[config.mk]
export PLATFORM = sky130hd
export DESIGN_NAME = jtag_master
export DESIGN_NICKNAME = d
export VERILOG_FILES = /design/src/rtl/jtag_master.sv
export SDC_FILE = /design/constraint.sdc
export NUM_CORES = 1
export LEC_CHECK = 0
export BUFFER_PORTS_ARGS = -buffer_cell sky130_fd_sc_hd__buf_2
export CAP_MARGIN = 20
export CELL_PAD_IN_SITES_DETAIL_PLACEMENT = 1
export CELL_PAD_IN_SITES_GLOBAL_PLACEMENT = 2
export CORE_ASPECT_RATIO = 0.6
export CORE_MARGIN = 2
export CORE_UTILIZATION = 35
export DETAILED_ROUTE_END_ITERATION = 8
export PLACE_DENSITY = 0.9
export SLEW_MARGIN = 10
export SYNTH_ARGS = -nofsm -noshare
export SYNTH_HDL_FRONTEND = slang
export SYNTH_SLANG_ARGS = --single-unit
[constraint.sdc]
create_clock -name clock -period 8.4 [get_ports clock]
set_input_delay 0.42 -clock clock [delete_from_list [all_inputs] [get_ports clock]]
set_output_delay 0.42 -clock clock [all_outputs]
set_load 0.01 [all_outputs]
[src/rtl/jtag_master.sv]
// JTAG master: runs one TAP command at a time (reset, IR shift, DR shift, idle clocks)
// with TCK divided down from the system clock, and returns the captured TDO bits.
module jtag_master #(
  parameter int CLK_DIV = 4,
  parameter int MAX_LEN = 64
) (
  input  logic               clock,
  input  logic               resetb,
  input  logic               cmd_valid,
  output logic               cmd_ready,
  input  logic [1:0]         cmd_op,
  input  logic [6:0]         cmd_len,
  input  logic [MAX_LEN-1:0] cmd_data,
  output logic               rsp_valid,
  output logic [MAX_LEN-1:0] rsp_data,
  output logic               busy,
  output logic               jtag_tck,
  output logic               jtag_tms,
  output logic               jtag_tdi,
  input  logic               jtag_tdo,
  output logic [1:0]         dbg_state
);

  // Handshake: a command transfers on the clock edge where cmd_valid && cmd_ready
  // (cmd_ready is high only in S_IDLE); rsp_valid is a one-cycle pulse with no ready.

  typedef enum logic [1:0] {S_IDLE, S_PRE, S_SHIFT, S_POST} state_t;

  localparam logic [1:0] OP_RESET = 2'd0;
  localparam logic [1:0] OP_IR    = 2'd1;
  localparam logic [1:0] OP_DR    = 2'd2;
  localparam logic [1:0] OP_IDLE  = 2'd3;

  localparam int              DW       = $clog2(CLK_DIV);
  localparam logic [DW-1:0]   DIV_LAST = DW'(CLK_DIV - 1);
  localparam logic [6:0]      LEN_MAX  = 7'(MAX_LEN);
  localparam logic [MAX_LEN-1:0] ONE   = {{(MAX_LEN-1){1'b0}}, 1'b1};

  state_t               state_q, state_d;
  logic [1:0]           op_q;
  logic [6:0]           len_q;
  logic [MAX_LEN-1:0]   data_q;
  logic [MAX_LEN-1:0]   cap_q;
  logic [DW-1:0]        div_q;
  logic [6:0]           idx_q;
  logic                 fin_q;

  logic                 accept;
  logic                 evt;
  logic                 fall_evt;
  logic                 rise_evt;
  logic                 shift_op;
  logic [6:0]           len_clamped;
  logic [6:0]           phase_len;
  logic                 phase_last;
  logic                 phase_done;
  logic                 tms_bit;
  logic                 tdi_bit;
  logic [MAX_LEN-1:0]   sel_mask;

  always_comb begin
    cmd_ready   = (state_q == S_IDLE);
    busy        = (state_q != S_IDLE);
    dbg_state   = state_q;
    accept      = cmd_valid && (state_q == S_IDLE);
    // One TCK half-period event every CLK_DIV cycles; the first lands on the cycle after accept.
    evt         = (state_q != S_IDLE) && (div_q == '0);
    fall_evt    = evt && jtag_tck;
    rise_evt    = evt && !jtag_tck;
    shift_op    = (op_q == OP_IR) || (op_q == OP_DR);
    sel_mask    = ONE << idx_q;

    len_clamped = cmd_len;
    if (cmd_len == 7'd0) begin
      len_clamped = 7'd1;
    end else if (cmd_len > LEN_MAX) begin
      len_clamped = LEN_MAX;
    end

    phase_len = 7'd1;
    case (state_q)
      S_PRE: begin
        case (op_q)
          OP_RESET: phase_len = 7'd6;
          OP_IR:    phase_len = 7'd4;
          default:  phase_len = 7'd3;
        endcase
      end
      S_SHIFT: phase_len = len_q;
      S_POST:  phase_len = 7'd2;
      default: phase_len = 7'd1;
    endcase
    phase_last = (idx_q == phase_len - 7'd1);

    // TAP_RESET lives entirely in S_PRE, IDLE_CLK entirely in S_SHIFT.
    phase_done = rise_evt && phase_last &&
                 ((state_q == S_POST) ||
                  ((state_q == S_PRE) && (op_q == OP_RESET)) ||
                  ((state_q == S_SHIFT) && (op_q == OP_IDLE)));

    tms_bit = 1'b1;
    case (state_q)
      S_PRE: begin
        case (op_q)
          OP_RESET: tms_bit = (idx_q < 7'd5);
          OP_IR:    tms_bit = (idx_q < 7'd2);
          default:  tms_bit = (idx_q == 7'd0);
        endcase
      end
      S_SHIFT: tms_bit = shift_op && phase_last;
      S_POST:  tms_bit = (idx_q == 7'd0);
      default: tms_bit = 1'b1;
    endcase

    tdi_bit = 1'b1;
    if ((state_q == S_SHIFT) && shift_op) begin
      tdi_bit = |(data_q & sel_mask);
    end

    state_d = state_q;
    if (accept) begin
      state_d = (cmd_op == OP_IDLE) ? S_SHIFT : S_PRE;
    end else if (fall_evt && fin_q) begin
      state_d = S_IDLE;
    end else if (rise_evt && phase_last && !phase_done) begin
      state_d = (state_q == S_PRE) ? S_SHIFT : S_POST;
    end
  end

  always_ff @(posedge clock or negedge resetb) begin
    if (!resetb) begin
      state_q   <= S_IDLE;
      op_q      <= 2'd0;
      len_q     <= 7'd0;
      data_q    <= '0;
      cap_q     <= '0;
      div_q     <= '0;
      idx_q     <= 7'd0;
      fin_q     <= 1'b0;
      rsp_valid <= 1'b0;
      rsp_data  <= '0;
      jtag_tck  <= 1'b1;
      jtag_tms  <= 1'b1;
      jtag_tdi  <= 1'b1;
    end else begin
      state_q   <= state_d;
      rsp_valid <= 1'b0;
      if (accept) begin
        op_q   <= cmd_op;
        len_q  <= len_clamped;
        data_q <= cmd_data;
        cap_q  <= '0;
        div_q  <= '0;
        idx_q  <= 7'd0;
        fin_q  <= 1'b0;
      end else if (state_q != S_IDLE) begin
        div_q <= (div_q == DIV_LAST) ? '0 : div_q + 1'b1;
        if (fall_evt) begin
          if (fin_q) begin
            // Response slot: the would-be next falling edge; TCK stays high.
            rsp_valid <= 1'b1;
            rsp_data  <= cap_q;
            fin_q     <= 1'b0;
            div_q     <= '0;
          end else begin
            jtag_tck <= 1'b0;
            jtag_tms <= tms_bit;
            jtag_tdi <= tdi_bit;
          end
        end else if (rise_evt) begin
          jtag_tck <= 1'b1;
          // TDO was driven by the target on the previous TCK fall.
          if ((state_q == S_SHIFT) && shift_op && jtag_tdo) begin
            cap_q <= cap_q | sel_mask;
          end
          idx_q <= phase_last ? 7'd0 : idx_q + 7'd1;
          if (phase_done) begin
            fin_q <= 1'b1;
          end
        end
      end
    end
  end

endmodule

# Word-level counts from Yosys, hierarchy flattened

Index checks and enable logic that the tools add are counted.

Bits of input ports: 77
Output and inout port bits: 72
Register bits: 217
Logic and storage cells: 112

$lt $le $gt $ge: 3
$add $sub $neg: 3
Shift-type cells: 1
Bitwise gates (word level): 4
Equality and inequality tests: 11
Reduce and logical (&&, ||, !) cells: 38
Multiplexer cells: 39

Operator list:

| kind                   | number |
|---|---|
| $mux W64               | 5 |
| $and A64 B64 Y64       | 1 |
| $or A64 B64 Y64        | 1 |
| $reduce_or A64 Y1      | 1 |
| $shl A1 B7 Y64 const A | 1 |
| $mux W7                | 7 |
| $pmux W7 S3            | 1 |
| $mux W2                | 9 |
| $reduce_and A4 Y1      | 4 |
| $logic_not A7 Y1       | 2 |
| $mux W1                | 14 |
| $logic_and A1 B1 Y1    | 13 |
| $eq A2 B2 Y1 const B   | 6 |
| $reduce_bool A2 Y1     | 5 |
| $reduce_bool A3 Y1     | 3 |
| $add A7 B1 Y7 const B  | 1 |
| $eq A7 B7 Y1           | 1 |
| $gt A7 B7 Y1 const B   | 1 |
| $lt A7 B2 Y1 const B   | 1 |
| $lt A7 B3 Y1 const B   | 1 |
| $sub A7 B1 Y7 const B  | 1 |
| $logic_not A2 Y1       | 3 |
| $pmux W3 S2            | 1 |
| $reduce_and A3 Y1      | 2 |
| 8 further kinds        | 14 |

# Depth between registers and ports, before layout

Gate-level depths: netlist of the first run.

Depth in word-level cells: 12
Depth in mapped cells: 12
Gate-level depth less buffers: 12

# Worst setup path after synthesis of the first run

No wires, ideal clock.

Path type: register to register
From: register op_q[0]
To: register idx_q[1]
Path slack: 5665 ps
Stages on the path, launching flop included: 13
Setup time: 122 ps
Clock period less this slack: 2735 ps
Arrival time: 2613 ps
Cells stage by stage: dfrtp_1 inv_1 ha_1 nor3_1 a21oi_2 ha_1 inv_1 o311a_1 a21oi_1 xor2_1 nand4_4 or2_1 a32o_1

Cells in the longest elaborated chain, start to end: 10

Ends and longest elaborated chain:

| item                                             | RTL line | text |
|---|---|---|
| start, declared                                  | 40       | `logic [1:0] op_q;` |
| start signal, assigned                           | 149      | `op_q <= cmd_op;` |
| $eq A2 B1 Y1 or $logic_not A2 Y1 (tied branches) | 83       | `case (op_q)` |
| $pmux W3 S2 *                                    | 83       |  |
| $pmux W7 S3 *                                    | 81       | `case (state_q)` |
| $sub A7 B1 Y7 *                                  | 93       | `phase_last = (idx_q == phase_len - 7'd1);` |
| $eq A7 B7 Y1 *                                   | 93       |  |
| $mux W7 *                                        | 176      | `idx_q <= phase_last ? 7'd0 : idx_q + 7'd1;` |
| $mux W7 *                                        | 170      | `end else if (rise_evt) begin` |
| $mux W7 *                                        | 158      | `if (fall_evt) begin` |
| $mux W7 *                                        | 156      | `end else if (state_q != S_IDLE) begin` |
| $mux W7 *                                        | 148      | `if (accept) begin` |
| end signal, assigned                             | 176      |  |
| end, declared                                    | 45       | `logic [6:0] idx_q;` |

Every way passes the cells marked *; elsewhere a longest branch is shown, timed or not. The select of a mux whose other input is x is not followed.
A chain may end at the register's enable or synchronous reset.

# Worst setup path after layout of the first run

From: register idx_q[2]
To: register jtag_tdi

Cells in the longest elaborated chain, start to end: 4

Ends and longest elaborated chain:

| item                 | RTL line | text |
|---|---|---|
| $shl A1 B7 Y64       | 71       | `sel_mask = ONE << idx_q;` |
| $and A64 B64 Y64     | 117      | `tdi_bit = \|(data_q & sel_mask);` |
| $reduce_or A64 Y1    | 117      |  |
| $mux W1              | 116      | `if ((state_q == S_SHIFT) && shift_op) begin` |
| end signal, assigned | 168      | `jtag_tdi <= tdi_bit;` |
| end, declared        | 19       | `output logic jtag_tdi,` |

No other way between the ends.

==> results of run 1 <==
==> cells in the mapped netlist (all sizes together) (4+ instances only) <==
cell	instances	area [µm²]
nand2	436	1637
dfrtp	214	5355
nor2	82	310.3
a21oi	77	389.1
clkbuf	50	187.7
nand3	18	90.09
buf	16	95.09
ha	13	162.7
o21ai	13	68.82
inv	11	41.29
a31oi	9	56.30
nor2b	9	56.30
nand3b	8	60.06
nor3	7	40.04
nor3b	7	75.08
and3	6	37.54
a221oi	5	43.79
and2	5	31.28
nand4	5	46.29
a222oi	4	40.04
a32o	4	40.04
a32oi	4	35.03
or2	4	25.03
xnor2	4	35.03
==> layout make-up <==
class                   count  area (µm²)
repair buffers            157       830.8
multi-input cells         772        3762
clock inverters             8       71.32
clock buffers              33       653.1
inverters                  12       45.04
flip-flops and latches    217        5434
fillers                  3187       15340
well taps                 360       450.4
==> critical path: cells and delay by family, from the launching register on <==
| family | cells | cell delay, ns |
|---|---|---|
| DFF | 1 | 0.95 |
| buffers and inverters | 1 | 0.52 |
| and+or+nand+nor | 2 | 0.38 |
| AOI/OAI and AO/OA | 4 | 0.89 |
| adders and majority gates | 1 | 0.55 |
==> placed cells by master, fill, tap and decap left out, drive strengths merged, types with 4 or more instances in the layout <==
master and count:
a21oi 77, a221oi 5, a222oi 4, a31oi 9
a32o 4, a32oi 4, and2 5, and3 6
buf 157, clkbuf 33, clkinv 7, dfrtp 214
ha 13, inv 11, nand2 436, nand3 18
nand3b 8, nand4 5, nor2 82, nor2b 9
nor3 7, nor3b 7, o21ai 13, or2 4
xnor2 4
==> flip-flops by register name, summed over array words and instances, names as in the netlist <==
name,cells
idx_q,7
jtag_tdi,1
dbg_state,2
op_q,2
jtag_tck,1
data_q,64
fin_q,1
cap_q,64
len_q,7
div_q,2
rsp_data,64
jtag_tms,1
rsp_valid,1
==> per-layer routing <==
metal | wire, µm | global-route usage (%) | part of all wire [%] | vias up
li1 | - | - | - | 3717
met1 | 14690 | 32.69 | 50 | 3943
met2 | 12450 | 30.22 | 43 | 216
met3 | 1702 | 3.276 | 5.8 | 34
met4 | 409 | 3.158 | 1.4 | 0
met5 | 0 | 0 | 0 | -
==> path summary, 6_finish.rpt <==
path,to
max,jtag_tdi$_DFFE_PN1P_
min,rsp_data[49]$_DFFE_PN0P_
max reg2reg,jtag_tdi$_DFFE_PN1P_
min reg2reg,rsp_data[56]$_DFFE_PN0P_
max in group asynchronous,data_q[42]$_DFFE_PN0P_
min in group clock,data_q[16]$_DFFE_PN0P_
==> logic make-up after synthesis <==
family	synth area share, %
mux	0.5652
fa+ha+maj	1.709
simple gates	26.33
xor+xnor	0.6441
flops	57.08
buf+inv	3.444
compound gates	10.23
==> power by group through the flow <==
| stage | clock (mW) | combinational, mW | sequential (mW) |
|---|---|---|---|
| after global placement | 0 | 0.966 | 1.49 |
| after CTS | 1.01 | 1.01 | 1.48 |
| after floorplan | 0 | 0.724 | 1.40 |
| after detailed placement | 0 | 0.998 | 1.50 |
| after global routing | 1.05 | 1.13 | 1.51 |
| final | 0.991 | 1.01 | 1.48 |
==> results_dict.tcl, run 1 <==
set metrics [dict create \
    critPathArrivalTime_ns 3.82 \
    clockBufferDepth 3 \
    io_buffers 148 \
    hold_viol 5 \
    hold_path_class "primary input to async pin" \
    crit_slowest_cell "dfrtp_1" \
    cts_resized 0 \
    die_w_um 216.9 \
    rsz0062_at_grt "no" \
    postRouteAntennaNets 0 \
    endpoint_kind "flop" \
    p_comb_share_pct 29.0 \
    n_antenna_cell 0 \
    worstPathMaxFanout 27 \
    syn_nets 1157 \
    synthesis.instances 1067 \
    ys_types 72 \
    worst_r2r_path_depth 8 \
    finalCritPeriodShare_pct 40.31 \
    startpoint_type "flop" \
    root_buffer "clkbuf_16" \
    async_flop_share_pct 100.0 \
    tightestPinTransition_ns 1.213 \
    violations "negative hold slack" \
    clkPwrFrac_pct 28.4 \
    grt_pass1_wl_um 47000 \
    netSwitchingPower_mw 1.286 \
    drt_iter0_drc 605 \
    num-nets-final 1273 \
    critPathMaxStageDelay_ns 0.95 \
    final_util_pct 42.30 \
    setup_viol 0 \
    ctsHoldBuffers 0 \
    cts.sinks 217 \
    ys_ff_latch 217 \
    die_area_um2 28580 \
    reg2reg_slack_ns 5.01 \
    max-cap-violations 0 \
    relSlewSlack_pct 19.15 \
    numCtsBuffers 23 \
    clock_skew_ns 0.01062 \
    dp_hpwl_um 19870 \
    max_freq_ghz 0.2953 \
    rr_startpoint "idx_q[2]$_DFFE_PN0P_" \
    leakage_nw 6.049 \
    cp.required_ns 8.83 \
    fin_crit_ns 3.386 \
    power_density_nw_per_um2 310.0 \
    clk_pin_slew_ns 0.07 \
    htree_levels 1 \
    remaining_drc_errors 0 \
    instances_no_fill 1559 \
    internal-power_mw 2.200 \
    cts_tree "done" \
    overflow 0 \
    synth-seq-area-share_pct 57.08 \
    wl_per_cell_um 18.76 \
    yosys_warnings 0 \
    dp_slack_ns 5.145 \
    post-cts-setup-buffers 0 \
    timing.hold.ws_ns -0.03089 \
    syn_area_per_cell_um2 8.921 \
    vias 7910 \
    antenna_found_initial 0 \
    gp_congestion 0.8385 \
    totalWireLength_um 29250 \
    pin_count 149 \
    vias_per_cell 5.074 \
    grt_usage_pct 20.69 \
    synth-edff-count 0 \
    placed_area_um2 10500 \
    die_height_um 131.7 \
    firstDrtPassIters 4 \
    path_cells "clkinv_1 > ha_1 > a222oi_1 > nor2_1 > a221oi_1 > a21oi_1 > nor4_1 > a31oi_1" \
    dp_cells 1517 \
    drv_slew 0 \
    power_mw 3.487 \
    final_cell_area_um2 11250 \
    seqPwrFrac_pct 42.6 \
    drive_above_1_share_pct 18.10 \
    core_um2 26590 \
    clk_latency_ns 0.51 \
    num_rows 46 \
    start_util_pct 35.80 \
    synth_ff_type "dfrtp_1" \
    irDropWorstVdd_uv 143.3 \
    crit_type "flop to flop" \
    grt_max_degree 146 \
    postLayoutSetupSlackWorst_ns 5.014 \
    area_growth_pct 18.15 \
    syn-cell-area_um2 9519 \
    grt_pass1_vias 8144 \
    tns_ns 0 \
    crit_start "idx_q[2]$_DFFE_PN0P_" \
    sw_frac_of_total_pct 36.89 \
    status "finished, violations left" \
]
No activity file was read; power rests on OpenSTA's default activity.
==> run 2, diff against run 1 <==
Settings changed: CORE_UTILIZATION 35 to 34, PLACE_DENSITY 0.9 to 0.88.
Clock period 8.4 ns to 3.2 ns, I/O delays scaled along.
==> results_dict.tcl, run 2 (same netlist as run 1, synthesis figures left out) <==
set metrics [dict create \
    htree_levels 1 \
    reg2reg_slack_ns 0.21 \
    numCtsBuffers 22 \
    overflow 0 \
    worst_r2r_path_depth 12 \
    power_mw 9.410 \
    layout_common_cells "nand2_1, dfrtp_1, buf_2" \
    dp_slack_ns 0.03565 \
    instances_no_fill 1672 \
    totalWireLength_um 31830 \
    leakage_nw 6.519 \
    pin_count 149 \
    cts_tree "done" \
    rr_startpoint "op_q[1]$_DFFE_PN0P_" \
    max-cap-violations 0 \
    postLayoutSetupSlackWorst_ns 0.2084 \
    clockBufferDepth 3 \
    n_antenna_cell 0 \
    grt_pass1_wl_um 50160 \
    start_util_pct 34.59 \
    core_um2 27520 \
    hold_path_class "primary input to async pin" \
    io_buffers 148 \
    remaining_drc_errors 0 \
    path_cells "inv_1 > ha_1 > nor3_1 > a21oi_2 > ha_1 > inv_1 > o311a_1 > a21oi_1 > xor2_1 > nand4_4 > or2_1 > a32o_1" \
    crit_slowest_cell "dfrtp_1" \
    crit_type "flop to flop" \
    rsz0062_at_grt "no" \
    worstPathMaxFanout 10 \
    critPathMaxStageDelay_ns 0.39 \
    grt_usage_pct 21.99 \
    cp.required_ns 3.59 \
    die_w_um 220.0 \
    die_area_um2 29400 \
    max_freq_ghz 0.3343 \
    path_buf_inv 2 \
    drv_slew 0 \
    clock_skew_ns 0.01102 \
    grt_pass1_vias 8747 \
    num_rows 47 \
    antenna_found_initial 0 \
    drive_above_1_share_pct 19.08 \
    status "complete, no violations" \
    die_height_um 133.6 \
    timing.hold.ws_ns 0.2718 \
    vias 8413 \
    drt_iter0_drc 644 \
    tns_ns 0 \
    timing.rr.end "idx_q[1]$_DFFE_PN0P_" \
    clk_latency_ns 0.51 \
    endpoint_kind "flop" \
    cts.sinks 217 \
    gp_congestion 0.8106 \
    grt_max_degree 99 \
    critPathArrivalTime_ns 3.38 \
    area_growth_pct 28.80 \
    placed_area_um2 10780 \
    firstDrtPassIters 5 \
    dp_cells 1555 \
    fin_crit_ns 2.992 \
    finalCritPeriodShare_pct 93.49 \
    reg_top3 "cap_q (64), data_q (64), rsp_data (64)" \
    root_buffer "clkbuf_16" \
    final_common_cell "nand2_1" \
    postRouteAntennaNets 0 \
    startpoint_type "flop" \
    final_util_pct 44.55 \
    setup_viol 0 \
    num-nets-final 1379 \
    dp_hpwl_um 20890 \
    vias_per_cell 5.032 \
    hold_viol 0 \
    irDropWorstVdd_uv 290.5 \
    relSlewSlack_pct 43.33 \
    final_cell_area_um2 12260 \
    clk_pin_slew_ns 0.06 \
    tightestPinTransition_ns 0.8491 \
    power_density_nw_per_um2 767.5 \
    cp_top_family "compound AO/OA/AOI/OAI gates" \
    wl_per_cell_um 19.04 \
]
run 2: cell count changes in the layout (fill, tap and decap cells not counted), sizes merged:
cell / change
buf: +32
clkbuf: -2
clkinv: -1
clkinvlp: +2
dlygate4sd3: +75
run 2: area by class of cell:
cell class	count	area (µm²)
inverter	12	45.04
clock buffer	31	625.6
fill	3277	15260
clock inverter	9	85.08
multi-input combinational	772	3765
timing repair buffer	264	1847
tap	367	459.2
sequential	217	5434
run 2: power by group:
part	total [mW]	leakage, nW	internal [mW]	switching (mW)
Combinational	3.04	3.28	1.15	1.88
Sequential	3.81	2.90	3.33	0.477
Clock	2.56	0.339	1.46	1.11
run 2: worst max path at each step:
stage	slack (ns)	start	depth (start not counted)	end
5_1_grt	0.01	op_q[1]$_DFFE_PN0P_	12	idx_q[1]$_DFFE_PN0P_
6_report	0.21	op_q[1]$_DFFE_PN0P_	12	idx_q[1]$_DFFE_PN0P_
3_3_place_gp	0.20	op_q[1]$_DFFE_PN0P_	12	idx_q[2]$_DFFE_PN0P_
2_1_floorplan	0.47	op_q[0]$_DFFE_PN0P_	12	idx_q[2]$_DFFE_PN0P_
4_1_cts	0.03	op_q[1]$_DFFE_PN0P_	12	idx_q[1]$_DFFE_PN0P_
3_5_place_dp	0.04	op_q[1]$_DFFE_PN0P_	12	idx_q[1]$_DFFE_PN0P_
run 2: repair_timing:
| item | CTS | global route |
|---|---|---|
| gates resized for setup | 0 | 1 |
| endpoints found under the hold margin | 166 | 0 |
| hold buffers | 75 | 0 |
| setup endpoints to repair | 0 | 6 |
| buffers inserted | 0 | 2 |
run 2: layer usage:
metal | up-vias | GRT usage (%) | routed length, µm
met5 | - | 0 | 0
met4 | 0 | 3.878 | 533
li1 | 3937 | - | -
met2 | 215 | 33.79 | 14150
met1 | 4222 | 32.55 | 15390
met3 | 39 | 4.247 | 1759
